**config.mk**
```make
export PLATFORM = sky130hd
export DESIGN_NAME = uart_rx_cmd_ctrl
export DESIGN_NICKNAME = d
export VERILOG_FILES = /design/src/rtl/uart_cmd_pkg.sv /design/src/rtl/uart_cmd_timer.sv /design/src/rtl/uart_rx_cmd_ctrl.sv
export SDC_FILE = /design/constraint.sdc
export NUM_CORES = 1
export LEC_CHECK = 0
export CAP_MARGIN = 10
export CORE_MARGIN = 4
export CORE_UTILIZATION = 29
export CTS_BUF_LIST = sky130_fd_sc_hd__clkbuf_4 sky130_fd_sc_hd__clkbuf_8 sky130_fd_sc_hd__clkbuf_16
export CTS_CLUSTER_DIAMETER = 120
export DETAILED_ROUTE_END_ITERATION = 6
export PLACE_DENSITY_LB_ADDON = 0.1
export SETUP_SLACK_MARGIN = 0.3
export SKIP_LAST_GASP = 1
export SLEW_MARGIN = 20
export SYNTH_ARGS = -nofsm -noshare
export SYNTH_HDL_FRONTEND = slang
export SYNTH_SLANG_ARGS = --single-unit
```
**constraint.sdc**
```tcl
create_clock -name CLK -period 1.82 [get_ports CLK]
set_input_delay 0.182 -clock CLK [delete_from_list [all_inputs] [get_ports CLK]]
set_output_delay 0.182 -clock CLK [all_outputs]
set_load 0.02 [all_outputs]
```
**src/rtl/uart_cmd_pkg.sv**
```systemverilog
`default_nettype none
// ============================================================================
//  Module      : uart_cmd_pkg
//  Description : Shared opcodes, operand addresses and sequencer state
//                encoding for the UART receive command controller.
//  Revision    : 1.0 - initial release
// ============================================================================
package uart_cmd_pkg;

    // Frame opcodes (first byte of every command frame)
    localparam logic [7:0] CMD_RF_WR   = 8'hAA;
    localparam logic [7:0] CMD_RF_RD   = 8'hBB;
    localparam logic [7:0] CMD_ALU_OP  = 8'hCC;
    localparam logic [7:0] CMD_ALU_NOP = 8'hDD;

    // Register-file slots that hold the ALU operands
    localparam int OPA_ADDR = 0;
    localparam int OPB_ADDR = 1;

    typedef enum logic [3:0] {
        ST_IDLE     = 4'd0,
        ST_WR_ADDR  = 4'd1,
        ST_WR_DATA  = 4'd2,
        ST_RD_ADDR  = 4'd3,
        ST_ALU_A    = 4'd4,
        ST_ALU_B    = 4'd5,
        ST_ALU_FUN  = 4'd6,
        ST_NOP_FUN  = 4'd7,
        ST_RD_WAIT  = 4'd8,
        ST_ALU_WAIT = 4'd9
    } state_e;

    // Collection states are the ones still expecting frame bytes
    function automatic logic is_collect(input state_e s);
        return s inside {ST_WR_ADDR, ST_WR_DATA, ST_RD_ADDR, ST_ALU_A,
                         ST_ALU_B, ST_ALU_FUN, ST_NOP_FUN};
    endfunction

endpackage
`default_nettype wire

```
**src/rtl/uart_cmd_timer.sv**
```systemverilog
`default_nettype none
// ============================================================================
//  Module      : uart_cmd_timer
//  Description : Inter-byte timeout counter. Counts while enabled, clears on
//                request, and flags expiry on the cycle the count would step
//                onto TIMEOUT-1.
//  Revision    : 1.0 - initial release
// ============================================================================
module uart_cmd_timer #(
    parameter  int TIMEOUT = 50000,
    localparam int CNT_W   = $clog2(TIMEOUT)
) (
    input  logic clk,
    input  logic rst,
    input  logic i_clr,
    input  logic i_en,
    output logic o_expire
);

    logic [CNT_W-1:0] r_count_q;
    logic [CNT_W-1:0] w_count_d;

    // Next count: clear wins over increment; hold when disabled
    always_comb begin
        w_count_d = r_count_q;
        if (i_clr) begin
            w_count_d = '0;
        end else if (i_en) begin
            w_count_d = r_count_q + CNT_W'(1);
        end
    end

    // Count register
    always_ff @(posedge clk or posedge rst) begin
        if (rst) begin
            r_count_q <= '0;
        end else begin
            r_count_q <= w_count_d;
        end
    end

    // Expire when this increment lands on TIMEOUT-1
    assign o_expire = i_en && !i_clr && (r_count_q == CNT_W'(TIMEOUT - 2));

endmodule
`default_nettype wire

```
**src/rtl/uart_rx_cmd_ctrl.sv**
```systemverilog
`default_nettype none
// ============================================================================
//  Module      : uart_rx_cmd_ctrl
//  Description : Parses command frames from the UART receiver and issues
//                single-cycle register-file write/read and ALU-start strobes.
//                Response-producing commands wait for the TX path to go idle.
//  Revision    : 1.0 - initial release
// ============================================================================
module uart_rx_cmd_ctrl
    import uart_cmd_pkg::*;
#(
    parameter int DATA_WIDTH = 8,
    parameter int ADDR_WIDTH = 4,
    parameter int TIMEOUT    = 50000
) (
    input  logic                  CLK,
    input  logic                  RST,
    input  logic [DATA_WIDTH-1:0] RX_P_DATA,
    input  logic                  RX_D_VLD,
    input  logic                  RX_ERR,
    input  logic                  TX_BUSY,
    output logic                  RF_WR_EN,
    output logic                  RF_RD_EN,
    output logic [ADDR_WIDTH-1:0] RF_ADDR,
    output logic [DATA_WIDTH-1:0] RF_WR_DATA,
    output logic                  ALU_EN,
    output logic [3:0]            ALU_FUN,
    output logic                  CMD_ERR,
    output logic                  BUSY
);

    state_e                r_state_q,      w_state_d;
    logic [ADDR_WIDTH-1:0] r_addr_q,       w_addr_d;       // latched frame address
    logic [3:0]            r_fun_q,        w_fun_d;        // latched ALU function
    logic                  r_wr_en_q,      w_wr_en_d;
    logic                  r_rd_en_q,      w_rd_en_d;
    logic                  r_alu_en_q,     w_alu_en_d;
    logic                  r_cmd_err_q,    w_cmd_err_d;
    logic                  r_busy_q,       w_busy_d;
    logic [ADDR_WIDTH-1:0] r_rf_addr_q,    w_rf_addr_d;
    logic [DATA_WIDTH-1:0] r_rf_wr_data_q, w_rf_wr_data_d;
    logic [3:0]            r_alu_fun_q,    w_alu_fun_d;

    logic w_in_collect;
    logic w_byte_ok;
    logic w_expire;

    assign w_in_collect = is_collect(r_state_q);
    // An error flag in the same cycle drops the byte
    assign w_byte_ok    = RX_D_VLD && !RX_ERR;

    // Timer restarts on every accepted byte and idles outside collection
    uart_cmd_timer #(
        .TIMEOUT (TIMEOUT)
    ) u_timer (
        .clk      (CLK),
        .rst      (RST),
        .i_clr    (w_byte_ok || !w_in_collect),
        .i_en     (w_in_collect),
        .o_expire (w_expire)
    );

    // Next-state and registered-output computation
    always_comb begin
        w_state_d      = r_state_q;
        w_addr_d       = r_addr_q;
        w_fun_d        = r_fun_q;
        w_wr_en_d      = 1'b0;
        w_rd_en_d      = 1'b0;
        w_alu_en_d     = 1'b0;
        w_cmd_err_d    = 1'b0;
        w_rf_addr_d    = r_rf_addr_q;
        w_rf_wr_data_d = r_rf_wr_data_q;
        w_alu_fun_d    = r_alu_fun_q;

        if (w_in_collect && (RX_ERR || w_expire)) begin
            // Abort partial frame on receiver error or inter-byte timeout
            w_cmd_err_d = 1'b1;
            w_state_d   = ST_IDLE;
        end else begin
            case (r_state_q)
                ST_IDLE: begin
                    if (w_byte_ok) begin
                        if (RX_P_DATA == DATA_WIDTH'(CMD_RF_WR))        w_state_d = ST_WR_ADDR;
                        else if (RX_P_DATA == DATA_WIDTH'(CMD_RF_RD))   w_state_d = ST_RD_ADDR;
                        else if (RX_P_DATA == DATA_WIDTH'(CMD_ALU_OP))  w_state_d = ST_ALU_A;
                        else if (RX_P_DATA == DATA_WIDTH'(CMD_ALU_NOP)) w_state_d = ST_NOP_FUN;
                        else                                            w_cmd_err_d = 1'b1;
                    end
                end
                ST_WR_ADDR: begin
                    if (RX_D_VLD) begin
                        w_addr_d  = RX_P_DATA[ADDR_WIDTH-1:0];
                        w_state_d = ST_WR_DATA;
                    end
                end
                ST_WR_DATA: begin
                    if (RX_D_VLD) begin
                        w_wr_en_d      = 1'b1;
                        w_rf_addr_d    = r_addr_q;
                        w_rf_wr_data_d = RX_P_DATA;
                        w_state_d      = ST_IDLE;
                    end
                end
                ST_RD_ADDR: begin
                    if (RX_D_VLD) begin
                        w_addr_d  = RX_P_DATA[ADDR_WIDTH-1:0];
                        w_state_d = ST_RD_WAIT;
                    end
                end
                ST_ALU_A: begin
                    if (RX_D_VLD) begin
                        w_wr_en_d      = 1'b1;
                        w_rf_addr_d    = ADDR_WIDTH'(OPA_ADDR);
                        w_rf_wr_data_d = RX_P_DATA;
                        w_state_d      = ST_ALU_B;
                    end
                end
                ST_ALU_B: begin
                    if (RX_D_VLD) begin
                        w_wr_en_d      = 1'b1;
                        w_rf_addr_d    = ADDR_WIDTH'(OPB_ADDR);
                        w_rf_wr_data_d = RX_P_DATA;
                        w_state_d      = ST_ALU_FUN;
                    end
                end
                ST_ALU_FUN, ST_NOP_FUN: begin
                    if (RX_D_VLD) begin
                        w_fun_d   = RX_P_DATA[3:0];
                        w_state_d = ST_ALU_WAIT;
                    end
                end
                ST_RD_WAIT: begin
                    // Stray byte is rejected but the pending read still issues
                    w_cmd_err_d = RX_D_VLD;
                    if (!TX_BUSY) begin
                        w_rd_en_d   = 1'b1;
                        w_rf_addr_d = r_addr_q;
                        w_state_d   = ST_IDLE;
                    end
                end
                ST_ALU_WAIT: begin
                    w_cmd_err_d = RX_D_VLD;
                    if (!TX_BUSY) begin
                        w_alu_en_d  = 1'b1;
                        w_alu_fun_d = r_fun_q;
                        w_state_d   = ST_IDLE;
                    end
                end
                default: w_state_d = ST_IDLE;
            endcase
        end

        w_busy_d = (w_state_d != ST_IDLE);
    end

    // State and output registers
    always_ff @(posedge CLK or posedge RST) begin
        if (RST) begin
            r_state_q      <= ST_IDLE;
            r_addr_q       <= '0;
            r_fun_q        <= '0;
            r_wr_en_q      <= 1'b0;
            r_rd_en_q      <= 1'b0;
            r_alu_en_q     <= 1'b0;
            r_cmd_err_q    <= 1'b0;
            r_busy_q       <= 1'b0;
            r_rf_addr_q    <= '0;
            r_rf_wr_data_q <= '0;
            r_alu_fun_q    <= '0;
        end else begin
            r_state_q      <= w_state_d;
            r_addr_q       <= w_addr_d;
            r_fun_q        <= w_fun_d;
            r_wr_en_q      <= w_wr_en_d;
            r_rd_en_q      <= w_rd_en_d;
            r_alu_en_q     <= w_alu_en_d;
            r_cmd_err_q    <= w_cmd_err_d;
            r_busy_q       <= w_busy_d;
            r_rf_addr_q    <= w_rf_addr_d;
            r_rf_wr_data_q <= w_rf_wr_data_d;
            r_alu_fun_q    <= w_alu_fun_d;
        end
    end

    assign RF_WR_EN   = r_wr_en_q;
    assign RF_RD_EN   = r_rd_en_q;
    assign ALU_EN     = r_alu_en_q;
    assign CMD_ERR    = r_cmd_err_q;
    assign BUSY       = r_busy_q;
    assign RF_ADDR    = r_rf_addr_q;
    assign RF_WR_DATA = r_rf_wr_data_q;
    assign ALU_FUN    = r_alu_fun_q;

endmodule
`default_nettype wire
```
Word-level counts from Yosys, hierarchy flattened
Cells that the tools add are included.
{"block": "classes", "add_sub_neg": 1, "n_eq_ne": 18, "mux": 36, "bitwise_logic": 2, "reduce_logical": 23}
{"cell": "$mux 4", "count": 17}
{"cell": "$eq 8x8->1 const B", "count": 4}
{"cell": "$mux 16", "count": 2}
{"cell": "$pmux 4 s8", "count": 1}
{"cell": "$add 16x1->16 const B", "count": 1}
{"cell": "$eq 16x16->1 const B", "count": 1}
{"cell": "$eq 4x3->1 const B", "count": 4}
{"cell": "$pmux 4 s4", "count": 1}
{"cell": "$mux 1", "count": 14}
{"cell": "$reduce_and 3->1", "count": 4}
{"cell": "$eq 4x2->1 const B", "count": 2}
{"cell": "$eq 4x4->1 const B", "count": 2}
{"cell": "$ne 2x2->1 const B", "count": 4}
{"cell": "$reduce_bool 4->1", "count": 2}
{"cell": "$reduce_bool 7->1", "count": 1}
{"cell": "$reduce_and 6->1", "count": 1}
{"cell": "$reduce_or 2->1", "count": 3}
{"cell": "$eq 4x1->1 const B", "count": 1}
{"cell": "$logic_and 1x1->1", "count": 4}
{"cell": "$logic_not 4->1", "count": 1}
{"cell": "$logic_not 1->1", "count": 3}
{"cell": "$reduce_or 3->1", "count": 1}
{"cell": "$logic_or 1x1->1", "count": 2}
{"cell": "$not 1->1", "count": 2}
{"cell": "other kinds (2)", "count": 2}
{"block": "totals", "ff_bits": 49}

Logic depth before layout (Yosys ltp)
{"block": "logic_depth", "depth_word": 11, "depth_mapped": 7, "depth_no_buf": 7}

Cells and area by module
A second synthesis with hierarchy kept.
{"block": "unflattened", "cells_unflattened": 223, "area_unflattened_um2": 2446.1}
{"module": "uart_rx_cmd_ctrl", "n_inst": 1, "cells_per_inst": 129, "area_per_inst_um2": 1555.2, "seq_area_each_um2": 825.8}
{"module": "uart_cmd_timer", "n_inst": 1, "cells_per_inst": 94, "area_per_inst_um2": 890.9, "seq_area_each_um2": 400.4}

Least setup slack after synthesis
Ideal clock, no wire load.
{"block": "synth_timing", "path_type": "register to register", "start": "reg u_timer.r_count_q[0]", "end": "reg r_addr_q[0]", "setup_ns": 0.128, "t_arrival_ns": 1.540, "slack_ns": 0.152, "path_stages_with_launch": 8, "period_less_slack_ns": 1.668, "path_cell_list": "dfrtp_1 > inv_1 > ha_1 > nor4b_1 > a41o_1 > nand2_4 > nand4b_4 > mux2_1"}
{"block": "synth_via", "elab_chain_cells": 6}
{"element": "from (decl)", "line_no": "uart_cmd_timer.sv:20", "text": "logic [CNT_W-1:0] r_count_q;"}
{"element": "from (signal assigned)", "line_no": "uart_cmd_timer.sv:38", "text": "r_count_q <= w_count_d;"}
{"element": "$eq 16x16->1", "line_no": "uart_cmd_timer.sv:43", "text": "assign o_expire = i_en && !i_clr && (r_count_q == CNT_W'(TIMEOUT - 2));"}
{"element": "$logic_and 1x1->1", "line_no": "uart_cmd_timer.sv:43"}
{"element": "$logic_or 1x1->1", "line_no": "uart_rx_cmd_ctrl.sv:76", "text": "if (w_in_collect && (RX_ERR || w_expire)) begin"}
{"element": "$logic_and 1x1->1", "line_no": "uart_rx_cmd_ctrl.sv:76"}
{"element": "$not 1->1 (no source line)"}
{"element": "$reduce_and 3->1 (no source line)"}
{"element": "to (signal assigned)", "line_no": "uart_rx_cmd_ctrl.sv:173", "text": "r_addr_q <= w_addr_d;"}
{"element": "to (decl)", "line_no": "uart_rx_cmd_ctrl.sv:33", "text": "logic [ADDR_WIDTH-1:0] r_addr_q, w_addr_d;"}
Every way passes these cells.
A chain may end at the register's enable or synchronous reset.

Worst setup path after layout
{"block": "layout_timing", "start": "reg u_timer.r_count_q[13]", "end": "reg r_addr_q[0]"}
Same word-level chain as after synthesis.

==> results.tsv <==
metric	value	unit
die_height	97.13	um
placed_area	2974	sq um
core-area	7727	sq um
slew_headroom	70.98	%
portBuffers	33	
drt-met1-wl	2.833	mm
cts.sinks	49	
worstSetupEndpointType	flop	
finalNetCount	296	
io_pins	34	
drive_gt1_share	33.69	%
arrival	2000	ps
numCtsBuffers	5	
drt_iter0_markers	109	
crit_chain	nor4bb_1, a41o_1, nand2_4, nand4b_4, mux2_1	
grt_max_degree	50	
dr.pass1.iters	5	
min_period	1804	ps
die_w	97.13	um
yosysSeqAreaShare	53.23	%
rows	32	
max_freq	0.5545	GHz
finalSetupViolCount	0	
antenna_left	0	
top_layer	met4	
fill_cells	752	
synth_cells	211	
ctsRootBufferMaster	clkbuf_8	
ys_seq_elements	49	
grt_pass1_vias	1793	
drc_errors	0	
ctsHoldBuffers	0	
yosys.cell_types.count	42	
p_leak	1.518	nW
grt.total_usage	12.13	%
final_cell_mix	43 x dfrtp_1, 31 x clkdlybuf4s50_1, 30 x buf_4	
syn-num-nets	226	
hold_class	input port to asynchronous set/reset pin	
htreeDepth	2	
routedWlPerCell	14.33	um
die_area	9433	sq um
finClkSkew	12.83	ps
clk_pin_slew_worst_paths	100	ps
num_vias	1806	
ir_drop	0.5091	mV
avgSynthCellArea	10.92	sq um
grt_overflow	0	
start_util	29.81	%
slew_viol_final	0	
outcome	completed	
hold_ws	244.6	ps
clkLatencyLatePin	310	ps
antenna_found_initial	0	
gp_congestion	0.8446	
worstMarginPinSlew	429.5	ps
max_cap_viol_count	0	
dpl.hpwl	3.855	mm
viasPerCell	4.703	
worst_path_largest_cell_delay	430	ps
cp_max_fo	4	
n_antenna_cell	0	
rsz0062_at_grt	true	
finalCritPeriodShare	99.10	%
ys.warnings.count	0	
synth_top_flop_cell	dfrtp_1	
start_kind	flop	
finalWirelength	5.504	mm
netlist_area	2303	sq um
fin_area	3316	sq um
finalHoldViolCount	0	
dr_wl_met3	163	um
critPathKind	flop to flop	
clock_path_buffers	2	
cts_tree	yes	
cp_top_family	simple AND/OR/NAND/NOR gates	
required	2020	ps
grt_pass1_wl	9.321	mm
async_reset_ff_share	100.0	%
synth-edff-count	0	
wl_met2	2.456	mm
syn2layout_area_growth	43.94	%
slowest_stage	nor4bb_1	
powerDensity	916.2	nW/um^2
path_buf_inv	0	
final_common_cell	dfrtp_1	
## per-layer routing
layer,track usage [%],vias up
met5,0,-
met1,18.51,886
met2,16.99,40
met3,2.225,4
li1,-,876
met4,4.212,0
## per-stage QoR
step	setup slack, ps	TNS (ps)	utilization (%)	total power [W]	instances
3_5_place_dp	-67.06	-592.6	38.49	0.002192	365
2_1_floorplan	160.8	0	-	0.001800	211
3_3_place_gp	-26.32	-251.5	38.49	0.002189	365
4_1_cts	21.26	0	41.26	0.003065	378
6_report	16.45	0	42.91	0.003038	384
5_1_grt	-43.19	-290.9	42.91	0.003214	384
## synth_stat cells (2+ instances only)
cell type,number,area (sq um)
o21ai_0,6,30.03
nor4_1,2,12.51
dfrtp_1,49,1226
and2_1,2,12.51
nor2_1,24,90.09
nand4_1,4,25.02
mux2_2,13,146.4
a21oi_1,10,50.05
or3_1,6,37.54
buf_2,5,25.02
nor4bb_1,2,20.02
inv_1,8,30.03
mux2_1,8,90.09
nand2_1,21,78.83
nor2b_1,4,25.02
nand3_1,6,30.03
a31oi_1,2,12.51
xnor2_1,7,61.31
ha_1,2,25.02
xor2_1,3,26.28
and3_1,2,12.51
nor3b_1,2,15.01
nand2b_1,4,25.02
## cell families (layout without fill, tap and decap cells)
logic type | Yosys count | after routing | synth area share, %
mux | 22 | 22 | 10.70
buf+inv | 13 | 84 | 2.390
flops | 49 | 49 | 53.23
fa+ha+maj | 2 | 2 | 1.086
xor+xnor | 10 | 10 | 3.803
simple gates | 89 | 89 | 21.94
compound gates | 26 | 26 | 6.844
## area by class of cell
class,count,area [sq um],area share [%]
well taps,102,127.6,3.849
clock buffers,6,82.58,2.491
clock inverters,2,37.54,1.132
multi-input cells,149,1176,35.47
repair buffers,68,625.6,18.87
flip-flops and latches,49,1234,37.21
inverters,8,32.53,0.9811
## state kept, by name, indices dropped and copies added (netlist names), 4 cells and up
name,count
u_timer.r_count_q,16
RF_WR_DATA,8
ALU_FUN,4
RF_ADDR,4
r_addr_q,4
r_fun_q,4
r_state_q,4
## worst paths after layout
check	start	endpoint	slack (ps)	cells past startpoint
worst max-delay path	u_timer.r_count_q[13]	r_addr_q[0]	20	5
worst min-delay path	RST	r_addr_q[2]	240	3
worst max register to register	u_timer.r_count_q[13]	r_addr_q[0]	20	5
worst min register to register	ALU_FUN[3]	ALU_FUN[3]	480	2
max in group asynchronous	RST	r_state_q[1]	1320	3
min in group CLK	ALU_FUN[3]	ALU_FUN[3]	480	2
## worst register-to-register path, stage by stage (launching register included)
cell and delay [ps]:
dfrtp_1 390, nor4bb_1 440, a41o_1 310, nand2_4 100, nand4b_4 130, mux2_1 330
## power by group
group / switching, W / internal, W / total (W) / leakage [nW]
clock: 0.000377 / 0.000447 / 0.000824 / 0.0574
sequential: 0.0000880 / 0.00125 / 0.00133 / 0.658
combinational: 0.000407 / 0.000472 / 0.000879 / 0.803
total: 0.000872 / 0.00217 / 0.00304 / 1.52
## repair_timing
item | 4_1_cts | 5_1_grt
pin swaps | 10 | 10
buffers inserted | 5 | 6
gates resized for setup | 15 | 23
setup endpoints to repair | 34 | 39
Note: power is estimated with default switching activity, not from simulation.
